$ cat src/rtl/program_loader.sv
// Instruction-memory loader: parses SYNC/LEN/payload/CSUM frames from a host byte
// stream, writes the payload from address 0 and releases the processor on a clean load.
module program_loader #(
  parameter int unsigned ADDR_W    = 5,
  parameter int unsigned MAX_WORDS = 32,
  parameter int unsigned TIMEOUT   = 255
) (
  input  logic              clk,
  input  logic              reset,
  input  logic              in_valid,
  input  logic [7:0]        in_data,
  output logic              in_ready,
  output logic              mem_we,
  output logic [ADDR_W-1:0] mem_addr,
  output logic [7:0]        mem_wdata,
  output logic              cpu_hold,
  output logic              load_done,
  output logic              load_error,
  output logic [ADDR_W:0]   words_loaded
);

  localparam int unsigned CNT_W = ADDR_W + 1;
  localparam int unsigned TMR_W = (TIMEOUT > 1) ? $clog2(TIMEOUT + 1) : 1;
  localparam logic [7:0]  SYNC_BYTE = 8'hA5;

  typedef enum logic [2:0] {
    S_IDLE,
    S_LEN,
    S_DATA,
    S_CSUM,
    S_REPORT
  } state_t;

  state_t           state;
  logic [CNT_W-1:0] len;
  logic [CNT_W-1:0] count;
  logic [7:0]       sum;
  logic [TMR_W-1:0] timer;

  logic xfer_c;
  logic in_frame_c;
  logic expire_c;
  logic len_bad_c;

  assign xfer_c     = in_valid & in_ready;
  assign in_frame_c = (state == S_LEN) || (state == S_DATA) || (state == S_CSUM);
  // Expiry fires on the idle cycle that would bring the gap count to TIMEOUT;
  // a byte arriving in that cycle wins because expiry requires no transfer.
  assign expire_c   = in_frame_c && !xfer_c && (timer == TMR_W'(TIMEOUT - 1));
  assign len_bad_c  = (in_data == 8'd0) || (32'(in_data) > MAX_WORDS);

  always_ff @(posedge clk or negedge reset) begin
    if (!reset) begin
      state        <= S_IDLE;
      len          <= '0;
      count        <= '0;
      sum          <= '0;
      timer        <= '0;
      in_ready     <= 1'b1;
      mem_we       <= 1'b0;
      mem_addr     <= '0;
      mem_wdata    <= '0;
      cpu_hold     <= 1'b1;
      load_done    <= 1'b0;
      load_error   <= 1'b0;
      words_loaded <= '0;
    end else begin
      mem_we     <= 1'b0;
      load_done  <= 1'b0;
      load_error <= 1'b0;

      // Inter-byte idle timer, only meaningful inside a frame
      if (in_frame_c) begin
        if (xfer_c) begin
          timer <= '0;
        end else begin
          timer <= timer + TMR_W'(1);
        end
      end

      if (expire_c) begin
        state      <= S_REPORT;
        in_ready   <= 1'b0;
        load_error <= 1'b1;
      end else begin
        case (state)
          S_IDLE: begin
            if (xfer_c && (in_data == SYNC_BYTE)) begin
              state    <= S_LEN;
              cpu_hold <= 1'b1;
              timer    <= '0;
            end
          end

          S_LEN: begin
            if (xfer_c) begin
              if (len_bad_c) begin
                state      <= S_REPORT;
                in_ready   <= 1'b0;
                load_error <= 1'b1;
              end else begin
                len   <= CNT_W'(in_data);
                sum   <= in_data;
                count <= '0;
                state <= S_DATA;
              end
            end
          end

          S_DATA: begin
            if (xfer_c) begin
              mem_we    <= 1'b1;
              mem_addr  <= count[ADDR_W-1:0];
              mem_wdata <= in_data;
              sum       <= sum + in_data;
              count     <= count + CNT_W'(1);
              if ((count + CNT_W'(1)) == len) begin
                state <= S_CSUM;
              end
            end
          end

          S_CSUM: begin
            if (xfer_c) begin
              state    <= S_REPORT;
              in_ready <= 1'b0;
              if (in_data == sum) begin
                load_done    <= 1'b1;
                cpu_hold     <= 1'b0;
                words_loaded <= len;
              end else begin
                load_error <= 1'b1;
              end
            end
          end

          S_REPORT: begin
            state    <= S_IDLE;
            in_ready <= 1'b1;
          end

          default: begin
            state    <= S_IDLE;
            in_ready <= 1'b1;
          end
        endcase
      end
    end
  end

endmodule

$ cat config.mk
export PLATFORM = sky130hd
export DESIGN_NAME = program_loader
export DESIGN_NICKNAME = d
export VERILOG_FILES = /design/src/rtl/program_loader.sv
export SDC_FILE = /design/constraint.sdc
export NUM_CORES = 1
export LEC_CHECK = 0
export BUFFER_PORTS_ARGS = -buffer_cell sky130_fd_sc_hd__buf_4
export CORE_MARGIN = 5
export CORE_UTILIZATION = 58
export DETAILED_ROUTE_END_ITERATION = 10
export PLACE_DENSITY_LB_ADDON = 0.05
export SLEW_MARGIN = 20
export SYNTH_ARGS = -nofsm -noshare
export SYNTH_HDL_FRONTEND = slang
export SYNTH_SLANG_ARGS = --single-unit
$ cat constraint.sdc
create_clock -name clk -period 2.5 [get_ports clk]
set_input_delay 0.25 -clock clk [delete_from_list [all_inputs] [get_ports clk]]
set_output_delay 0.25 -clock clk [all_outputs]
set_load 0.01 [all_outputs]
==> results.json <==
{
  "status": "finished with violations",
  "violations": "negative hold slack",
  "cts_made_buffers": 5,
  "fin_nets": 369,
  "critPathLaunch": "state[0]",
  "ios": 35,
  "setup_viol": 0,
  "antenna_found_initial": 0,
  "crit_arrival_ns": 2.30,
  "grt_max_degree": 56,
  "wire_per_inst_um": 15.8,
  "area_delta_synth_final_pct": 14.2,
  "insertion_delay_ns": 0.31,
  "worstPathRequired_ns": 2.69,
  "cts_root_buf": "clkbuf_8",
  "synth.avg_cell_area_sq_um": 9.63,
  "r2r_slack_ns": 0.40,
  "gp_congestion": 0.868,
  "yosysTopAreaCell": "dfrtp_1",
  "antenna_left": 0,
  "place_area_sq_mm": 0.00332,
  "p_per_area_mw_per_mm2": 450,
  "drt_wl_total_um": 6610,
  "vias_per_cell": 5.70,
  "r2r-start": "state[0]",
  "cts_sinks": 55,
  "period_needed_ns": 2.10,
  "cts_max_path_buffers": 2,
  "postSynth.asyncResetShare_pct": 100,
  "grt_pass1_vias": 2341,
  "setup_tns_ns": 0,
  "synth.area.top_cells": "dfrtp_1 (44%), nand2_1 (7.2%), mux2_2 (4.9%)",
  "yosysSeqAreaShare_pct": 45.9,
  "cp-end-kind": "flop",
  "core_area_sq_mm": 0.00507,
  "register_area_sq_mm": 0.00138,
  "drive_above_1_share_pct": 19.0,
  "grt_pass1_wl_um": 11500,
  "synthTopCellsByCount": "nand2_1 (58), dfrtp_1 (53), o21ai_0 (20)",
  "synth_top_area_share_pct": 44.1,
  "dieWidth_um": 82.0,
  "path_clk_slew_ns": 0.09,
  "overflow": 0,
  "multiInputGateArea_sq_mm": 0.00152,
  "rows": 26,
  "start_util_pct": 59.2,
  "drc": 0,
  "drt_first_pass_iters": 4,
  "fillers": 445,
  "vias": 2381,
  "synth_enable_flop_cells": 0,
  "finish.instance_area_sq_mm": 0.00343,
  "slew_viol_final": 0,
  "h-tree-depth": 2,
  "synth_cell_types": 57,
  "power_uw": 1540,
  "tightest_slew_ns": 0.700,
  "peakVddDrop_uv": 344,
  "rsz0062_at_grt": "false",
  "cts_resized": 0,
  "ys.flop_type": "dfrtp_1",
  "yosys_warnings": 0,
  "insertedDiodeCount": 0,
  "ff2ff_path_depth": 5,
  "postCtsHoldBufs": 0,
  "hpwl_um": 4760,
  "maxCapViolCount": 0,
  "timing.critical_path.to": "sum[2]",
  "final.period_utilization_pct": 84.2,
  "cts_tree": "built",
  "skew_ns": 0.00496,
  "die-area_sq_mm": 0.00672,
  "syn_area_sq_mm": 0.00300,
  "die_h_um": 82.0,
  "leakage_uw": 0.00173,
  "clock.fmax_mhz": 475,
  "synth_fp_nets": 334,
  "hp-class": "in -> async",
  "utilization_pct": 67.6,
  "hold_violations": 23,
  "maxSlewHeadroom_pct": 53.3,
  "timing.hold.ws_ns": -0.0314,
  "drt_iter0_drc": 113,
  "crit_type": "reg -> reg",
  "startpoint_type": "flop",
  "synthMostInstantiatedCell": "nand2_1",
  "port_buffers": 34,
  "postSynthCellCount": 312,
  "track_usage_pct": 22.2,
  "post-cts-setup-buffers": 0,
  "timing.final.ws_setup_ns": 0.396,
  "worstPathMaxFanout": 13,
  "preCtsSetupSlack_ns": 0.396,
  "r2r_end": "sum[2]",
  "ys_ff_latch": 55
}
==> how the worst min path moves through the flow <==
| stage | to | cells after the start |
|---|---|---|
| 2_1_floorplan | count[0] | 0 |
| 3_3_place_gp | mem_we | 1 |
| 3_5_place_dp | mem_wdata[7] | 1 |
| 4_1_cts | mem_wdata[7] | 1 |
| 5_1_grt | mem_we | 1 |
| 6_report | mem_we | 1 |
==> per-layer routing <==
metal	track usage, %	up-vias	part of all wire [%]
li1	-	1188	-
met1	32.1	1126	48
met2	33.4	55	45
met3	4.61	12	5.1
met4	7.14	0	1.7
met5	0	-	0
==> critical path: stages (launching register included) <==
cell,delay [ns]
dfrtp_1,0.49
or3b_4,0.53
or2_1,0.27
clkinv_2,0.06
or2_1,0.30
mux2_1,0.36
==> report_power, final <==
group,internal (uW),switching (uW),leakage [uW],total [uW]
Sequential,889,0,0.000721,889
Combinational,26.0,51.4,0.000957,77.5
Clock,300,278,0.0000524,578
Total,1220,330,0.00173,1540
==> per-stage QoR <==
step | hold WS (ns) | cells
finish | -0.0314 | 418
global route | 0.0163 | 418
CTS | 0.000580 | 418
detailed placement | 0.341 | 410
global placement | 0.343 | 410
floorplan | -0.0456 | 312
==> cell families after synthesis <==
family	Yosys count	synth area share, %
simple gates	126	20.3
compound gates	69	15.0
flops	55	45.9
buf+inv	22	3.54
mux	18	6.71
xor+xnor	11	3.67
fa+ha+maj	11	4.83
==> registers in the layout, indices dropped and copies added (netlist names) <==
name	flops
mem_wdata	8
count	6
mem_addr	5
in_ready	1
mem_we	1
load_done	1
len	6
state	3
cpu_hold	1
words_loaded	6
load_error	1
timer	8
sum	8
==> cells in the final DEF, fill, tap and decap left out, types with 3 or more instances in the layout <==
master | Yosys | routed
nor3_1 | 4 | 4
inv_1 | 9 | 9
nand4_1 | 8 | 8
a31oi_1 | 7 | 7
o21ai_0 | 20 | 20
xor2_1 | 7 | 7
buf_4 | 3 | 40
mux2_2 | 13 | 13
and4_1 | 3 | 3
dfrtp_1 | 53 | 53
mux2_1 | 4 | 4
nand2_1 | 58 | 58
xnor2_1 | 3 | 3
a21oi_1 | 14 | 14
nor4_1 | 3 | 3
nand3_1 | 7 | 7
nor2_1 | 19 | 19
ha_1 | 10 | 10
a21o_1 | 7 | 7
or3_1 | 4 | 4
and3_1 | 5 | 5
o211ai_1 | 3 | 3
clkbuf_8 | 0 | 5
==> area by class of cell <==
class	instances	share of cell area [%]
Timing Repair Buffer	40	8.75
Clock buffer	7	2.22
Multi-Input combinational cell	235	44.3
Clock inverter	1	0.875
Inverter	10	1.13
Sequential cell	55	40.2
Tap cell	70	2.55
Power figures use the tool's default switching activity.
